[src/rtl/adc_conversion_sequencer.sv]
// adc_conversion_sequencer: paces a CNV/BUSY SAR ADC.
// After an idle gap of `divider` clocks it raises cnv. It holds cnv until the ADC busy pulse
// has been seen and has ended, then strobes trigger for the readout logic. It free-runs until
// halted by `last` or cfg[0]. A busy that never arrives is bounded by BUSY_TIMEOUT.
module adc_conversion_sequencer #(
  parameter int unsigned CNV_MIN_CYCLES = 2,
  parameter int unsigned BUSY_TIMEOUT   = 1024
) (
  input  logic        clk,
  input  logic        resetn,
  input  logic [31:0] divider,
  input  logic [31:0] cfg,
  output logic        trigger,
  output logic        cnv,
  input  logic        busy,
  input  logic        last
);

  // Last cnt value of the minimum cnv width and of the busy watchdog.
  localparam logic [31:0] MIN_LAST     = 32'(CNV_MIN_CYCLES - 1);
  localparam logic [31:0] TIMEOUT_LAST = 32'(BUSY_TIMEOUT - 1);

  typedef enum logic [1:0] {
    IDLE = 2'd0,
    WAIT = 2'd1,
    CONV = 2'd2
  } state_t;

  state_t      state_q, state_d;
  logic [31:0] cnt_q, cnt_d;
  logic        cnv_q, cnv_d;
  logic        busy_seen_q, busy_seen_d;
  logic        halted_q, halted_d;

  logic        cfg_halt;
  logic        cfg_rearm;
  logic        stop;
  logic        eoc;
  logic        unused_cfg_bits;

  assign cfg_halt        = cfg[0];
  assign cfg_rearm       = cfg[1];
  assign unused_cfg_bits = ^cfg[31:2];
  assign cnv             = cnv_q;

  // State, counter and flags; cnv drops the moment resetn asserts.
  always_ff @(posedge clk or negedge resetn) begin
    if (!resetn) begin
      state_q     <= IDLE;
      cnt_q       <= '0;
      cnv_q       <= 1'b0;
      busy_seen_q <= 1'b0;
      halted_q    <= 1'b0;
    end else begin
      state_q     <= state_d;
      cnt_q       <= cnt_d;
      cnv_q       <= cnv_d;
      busy_seen_q <= busy_seen_d;
      halted_q    <= halted_d;
    end
  end

  // Next-state logic, halt bookkeeping and the combinational end-of-conversion strobe.
  always_comb begin
    state_d     = state_q;
    cnt_d       = cnt_q;
    busy_seen_d = busy_seen_q;

    // Re-arm wins over a same-cycle last; the sticky halt is visible this cycle.
    halted_d = halted_q;
    if (cfg_rearm) begin
      halted_d = 1'b0;
    end else if (last) begin
      halted_d = 1'b1;
    end
    stop = halted_d | cfg_halt;

    eoc     = busy_seen_q & ~busy & (cnt_q >= MIN_LAST);
    trigger = (state_q == CONV) & eoc;

    case (state_q)
      IDLE: begin
        cnt_d       = '0;
        busy_seen_d = 1'b0;
        if ((divider != 32'd0) && !stop) begin
          state_d = WAIT;
        end
      end
      WAIT: begin
        if (stop || (divider == 32'd0)) begin
          state_d = IDLE;
          cnt_d   = '0;
        end else if (cnt_q >= divider - 32'd1) begin
          // >= so that lowering divider mid-count fires straight away.
          state_d = CONV;
          cnt_d   = '0;
        end else begin
          cnt_d = cnt_q + 32'd1;
        end
      end
      CONV: begin
        busy_seen_d = busy_seen_q | busy;
        cnt_d       = cnt_q + 32'd1;
        // Both normal completion and the busy watchdog leave through here, so cnv can
        // only rise again after a fresh WAIT gap, never while busy is still high.
        if (eoc || (cnt_q >= TIMEOUT_LAST)) begin
          busy_seen_d = 1'b0;
          cnt_d       = '0;
          state_d     = stop ? IDLE : WAIT;
        end
      end
      default: begin
        state_d     = IDLE;
        cnt_d       = '0;
        busy_seen_d = 1'b0;
      end
    endcase

    cnv_d = (state_d == CONV);
  end

endmodule

[config.mk]
export PLATFORM = sky130hd
export DESIGN_NAME = adc_conversion_sequencer
export DESIGN_NICKNAME = d
export VERILOG_FILES = /design/src/rtl/adc_conversion_sequencer.sv
export SDC_FILE = /design/constraint.sdc
export NUM_CORES = 1
export LEC_CHECK = 0
export BUFFER_PORTS_ARGS = -buffer_cell sky130_fd_sc_hd__buf_2
export CORE_MARGIN = 3
export CORE_UTILIZATION = 40
export CTS_BUF_LIST = sky130_fd_sc_hd__clkbuf_8
export DETAILED_ROUTE_END_ITERATION = 8
export PLACE_DENSITY = 0.71
export SLEW_MARGIN = 20
export SYNTH_ARGS = -nofsm -noshare
export SYNTH_HDL_FRONTEND = slang
export SYNTH_SLANG_ARGS = --single-unit
[constraint.sdc]
create_clock -name clk -period 2.99 [get_ports clk]
set_clock_uncertainty 0.15 [all_clocks]
set_input_delay 0.1495 -clock clk [delete_from_list [all_inputs] [get_ports clk]]
set_output_delay 0.1495 -clock clk [all_outputs]
set_load 0.1 [all_outputs]
==> results of run 1 <==
-- cells by family (layout without fill, tap and decap cells) --
family,after synthesis,count (layout),synth area share
fa+ha+maj,41,41,0.154
xor+xnor,59,59,0.155
simple gates,205,205,0.318
flops,37,37,0.278
buf+inv,14,114,0.0169
compound gates,38,38,0.0778
-- routing by layer --
metal | global-route usage | routed length (um) | up-vias
met4 | 0.0554 | 193 | 0
met3 | 0.0309 | 312 | 16
met1 | 0.229 | 3740 | 1491
met5 | 0 | 0 | -
li1 | - | - | 1616
met2 | 0.309 | 4050 | 46
-- worst register-to-register path: stages, from the launching register on --
cell	delay, ns
dfrtp_1	0.45
ha_1	0.33
a211oi_1	0.19
o21ai_0	0.14
a211oi_1	0.30
o21ai_0	0.15
buf_4	0.16
a21oi_4	0.19
buf_6	0.15
a2111oi_4	0.05
o21a_1	0.20
-- flip-flops by register name (all words and copies together), names as in the netlist --
name	count
busy_seen_q	1
cnt_q	32
cnv	1
halted_q	1
state_q	2
-- final cells by class --
class / count / share of cell area
well taps: 102 / 0.0284
repair buffers: 98 / 0.154
multi-input cells: 343 / 0.583
clock buffers: 6 / 0.0184
clock inverters: 2 / 0.00307
flip-flops and latches: 37 / 0.206
inverters: 8 / 0.00669
-- where the power goes --
group	switching, uW	internal, uW	total, uW	leakage [uW]
Sequential	18.7	515	534	0.000513
Clock	183	187	370	0.0000512
Combinational	236	173	409	0.00140
Total	438	875	1310	0.00197
-- worst min-delay path by stage --
| stage | startpoint | endpoint | slack, ns |
|---|---|---|---|
| after floorplan | resetn | busy_seen_q | -0.30 |
| after global placement | resetn | busy_seen_q | 0.13 |
| final | busy | busy_seen_q | 0.03 |
| after CTS | busy | busy_seen_q | 0.01 |
| after global routing | busy | busy_seen_q | 0.03 |
| after detailed placement | resetn | cnt_q[0] | 0.15 |
-- cells in the final DEF (no fill, tap or decap), types with 7 or more instances in the layout --
master,instances
nor2_4,9
and4_1,8
buf_4,51
xnor2_1,39
nor3_1,10
nor2_1,40
nand3_1,12
dfrtp_1,37
nand2_1,53
inv_1,8
xor2_1,20
nor4_1,9
nand4_1,13
and3_1,7
buf_2,36
ha_1,41
buf_6,7
a21oi_1,8
-- per-stage QoR --
step	utilization	instance area [um^2]	total power [uW]
final	0.569	4490	1310
after global routing	0.569	4490	1390
after CTS	0.557	4390	1300
after detailed placement	0.522	4120	912
after global placement	0.522	4120	903
after floorplan	-	3450	760
-- what timing repair did --
item | in CTS | in global routing
hold buffers | 3 | 0
pin swaps | 22 | 8
cloned | 0 | 0
endpoints found under the setup margin | 35 | 35
setup buffers | 6 | 0
gates resized for setup | 19 | 23
hold endpoints to repair | 38 | 0
==> metrics, run 1 <==
status=complete, but fails checks; failing checks=negative setup slack; Antenna Cells=0; DR pass1 iterations=4; Fin. Hold Viols=0; final worst-path cycle share=1.07; ys async rst share=1.00; crit path cell chain=buf_6 -> or4_4 -> buf_6 -> nor2_4 -> nand2_4 -> nor3_4 -> nand2_1 -> xor2_1 -> ha_1 -> a21oi_1 -> o21ai_1 -> a221oi_2 -> o31ai_4 -> a21oi_4 -> buf_6 -> a2111oi_4 -> o21a_1; Worst EP arrival=around 3.2 ns; via count=between 3,000 and 4,000; Yosys cell types=45; layout cells sized above 1=0.306; Cell Pwr Density=a little under 300 mW/mm^2; Reg2Reg Launch Point=cnt_q[2]; Tot GR Track Use=0.179; Yosys warnings=0; post-DR vias/cell=5.32; crit path max fanout=4; maximum vdd drop=roughly 0.27 mV; post-synth top area cell=dfrtp_1; multi-input combinational cell area=between 0.002 and 0.003 mm^2; # DRC=0; FILL cells=between 600 and 700; critical path class=input port to flip-flop; die area=~0.0095 mm^2; f_max=313 MHz; routed len/inst=around 14 um; Leak Pwr=between 0.0015 and 0.002 uW; first-pass GRT wire length=~14,000 um; CTS H-tree lvls=2; Post-Syn Nets=503; syn_area_per_cell=about 8.5 um^2; WP depth=17; post-detail-place hpwl=approximately 6500 um; Die Y-Extent=between 90 and 100 um; crit path time final=between 3 and 4 ns; Initial Utilization=0.422; DP Worst Slack=-0.638 ns; Slew @ Worst Pin=about 0.83 ns; Core Box Area=roughly 0.008 mm^2; Top delay family on crit path=compound AO/OA/AOI/OAI gates; cells after synthesis=~390; crit path launch=divider[8]; most frequent CP cell=buf_6; commonest cells in the netlist=55 x nand2_1, 55 x nor2_1, 41 x ha_1; top_reg_cell synth=dfrtp_1; Setup crit end=cnv; CP Buf/Inv Count=3; worst hold path class=input port to flip-flop; Final Slew Violations=0; hold depth=3; final worst setup slack=-0.201 ns; vias in the first global route=around 3,200; Synth Register Bits=37; IO Pins=70; initial antenna violation count=0; nets@finish=602; WP data required=between 3 and 4 ns; Worst Reg-to-Reg Cells=10; Slowest-stage cell, CP=or4_4; Area growth syn-to-layout=34.8%; WL final=between 8000 and 9000 um; Die Width=97.2 um; cts bufs inserted=5; Max transition margin=0.447; Setup violations, final=35; # clock sinks=37; CTS tree=done; share of the synthesized area in the top cell type=0.278; max incr delay on CP=0.57 ns; DRT iter0 DRCs=75; CP endpoint kind=flip-flop; root buf cell=clkbuf_8; row count=32; later-pin clock latency in the skew report=approximately 0.29 ns; GP Congestion=approximately 0.87; Antenna Nets Post-Route=0; Clock Path Buffers=2; RR Endpoint=cnv; max cap viols=0; number of flops mapped to enable cells by yosys=0; # placed instances=slightly below 600; storage element area=roughly 930 um^2; Post-Layout Cell Count=between 500 and 600; RSZ-0062 raised after global routing=yes; gr ovfl total=0; pin count of the biggest net entering global routing=38; WHS=0.0286 ns; top cells by area, synth=dfrtp_1 28%, ha_1 15%, xnor2_1 10%; Buffers on Ports=39; R2R Setup Slk=about 0.44 ns; setup_tns=-5.21 ns; synthesized cell area=~0.0033 mm^2; clk slew on worst S/H paths=0.08 ns; Seq/Total Area, Yosys=0.278; startpoint types=input port
Power figures use the tool's default switching activity.
==> inputs of run 2 (changes only) <==
- CORE_UTILIZATION: 40 -> 25
- PLACE_DENSITY: 0.71 -> 0.53
==> run 2 against run 1 <==
  * The run still ends with negative setup slack left
  * Count of clock-buffer cells in the layout is the same
  * Critical path depth shrank 2
  * Largest cell class unchanged
  * Die area grew 56%
  * Final cell count grew 12%
==> metrics, run 2 (synthesized netlist as in run 1, its figures left out) <==
DRT iter0 DRCs=102 (+36%); Worst Reg-to-Reg Cells=10 (unchanged); Antenna Nets Post-Route=0 (unchanged); Top Registers=cnt_q (32), state_q (2); WHS=0.0342 ns (+0.00563 ns); max reg flops=32 (unchanged); Reg with most FFs=cnt_q; crit path max fanout=8 (+4); most frequent cells in the layout=55 x buf_4, 53 x nand2_1, 41 x ha_1; post-route total power=1430 uW (+9.0%); Worst Hold Path EP=busy_seen_q; Antenna Cells=0 (unchanged); via count=3,117 (-1.6%); initial antenna violation count=0 (unchanged); Reg2Reg Launch Point=cnt_q[2]; critical path class=input port to flip-flop; post-detail-place hpwl=7170 um (+11%); setup_tns=-2.21 ns (+3.00 ns); nets@finish=605 (+0.50%); clk slew on worst S/H paths=0.08 ns (about the same); max cap viols=0 (unchanged); Setup violations, final=31 (-11%); RSZ-0062 raised after global routing=yes; Max transition margin=0.429 (-0.0181); maximum vdd drop=0.177 mV (-34%); Hold Path Origin=busy; most common cell after layout, fill and taps aside=buf_4; hold depth=3 (unchanged); WP data required=3.02 ns (about the same); FILL cells=1,338 (+93%); Core Box Area=0.0128 mm^2 (+63%); Leak Pwr=0.00200 uW (+1.7%); final worst setup slack=-0.122 ns (+0.0794 ns); pin count of the biggest net entering global routing=38 (unchanged); later-pin clock latency in the skew report=0.30 ns (about the same); R2R Setup Slk=0.40 ns (-0.04 ns); worst hold path class=input port to flip-flop; layout cells sized above 1=0.314 (+0.00822); status=complete, but fails checks; Fin. Hold Viols=0 (unchanged); gr ovfl total=0 (unchanged); IO Pins=70 (unchanged); Area growth syn-to-layout=39.2%; CTS tree=done; row count=41 (+28%); Tot GR Track Use=0.128 (-0.0508); Die Y-Extent=121 um (+25%); routed len/inst=13.5 um (-3.0%); GP Congestion=0.809 (-7.1%); root buf cell=clkbuf_8; crit path time final=3.11 ns (-0.0794 ns); WL final=9040 um (+8.9%); Slew @ Worst Pin=0.856 ns (+0.0271 ns); die area=0.0147 mm^2 (+56%); # clock sinks=37 (unchanged); DR pass1 iterations=4 (unchanged); cts bufs inserted=5 (unchanged); Die Width=121 um (+25%); # DRC=0 (unchanged); Final Slew Violations=0 (unchanged); vias in the first global route=3,170 (+0.63%); startpoint types=input port; post-DR vias/cell=4.66 (-12%); f_max=321 MHz (+2.6%); CTS H-tree lvls=2 (unchanged); Worst EP arrival=3.14 ns (-0.09 ns); Cell Pwr Density=309 mW/mm^2 (+5.6%); CP endpoint kind=flip-flop; first-pass GRT wire length=15,400 um (+7.9%); RR Endpoint=cnt_q[27]; final worst-path cycle share=1.04 (-0.0265); failing checks=negative setup slack; Initial Utilization=0.260 (-0.163); Clock Path Buffers=2 (unchanged); Buffers on Ports=39 (unchanged)
==> run 2: final cells by class <==
class,instances,area (um^2),share of cell area
Multi-Input combinational cell,343,2620,0.565
Tap cell,172,215,0.0464
Inverter,8,30.0,0.00648
Clock inverter,2,37.5,0.00810
Sequential cell,37,926,0.200
Timing Repair Buffer,101,724,0.156
Clock buffer,6,82.6,0.0178
==> run 2: routing by layer <==
metal	vias up	track usage	part of all wire
li1	1613	-	-
met1	1457	0.170	0.48
met2	40	0.216	0.47
met3	7	0.0242	0.036
met4	0	0.0315	0.013
met5	-	0	0
==> run 2: how the worst max path moves through the flow <==
stage | startpoint | end
final | divider[8] | cnt_q[27]
after global routing | divider[8] | cnt_q[27]
after CTS | divider[0] | cnv
after detailed placement | divider[18] | cnv
after global placement | divider[18] | cnv
after floorplan | divider[18] | cnt_q[10]
==> run 2: critical path, stage by stage <==
cell	delay [ns]
buf_6	0.09
or4_4	0.57
buf_6	0.15
nor2_4	0.13
nand2_4	0.09
nor3_4	0.17
nand2_1	0.08
xor2_1	0.14
ha_1	0.32
nand4_1	0.17
o31ai_2	0.36
a21oi_4	0.08
a21oi_4	0.33
clkbuf_16	0.25
nor2_1	0.05
==> run 2: report_power, final <==
part	total, uW	leakage, uW	internal, uW	switching [uW]
Combinational	430	0.00143	183	247
Sequential	533	0.000513	515	17.6
Clock	469	0.0000574	272	197
==> run 2: through the flow <==
stage,util,setup WS (ns),instances,cell area [um^2]
6_report,0.361,-0.122,669,4630
5_1_grt,0.361,-0.304,669,4630
4_1_cts,0.352,-0.0955,667,4520
3_5_place_dp,0.331,-0.564,654,4240
3_3_place_gp,0.331,-0.501,654,4240
2_1_floorplan,-,-0.161,394,3450
==> run 2: timing repair <==
item,4_1_cts,5_1_grt
buffers inserted,2,1
resized for setup,20,23
cloned,0,1
endpoints found under the setup margin,35,35
endpoints found under the hold margin,38,0
pin swaps,22,8
hold buffers,3,0
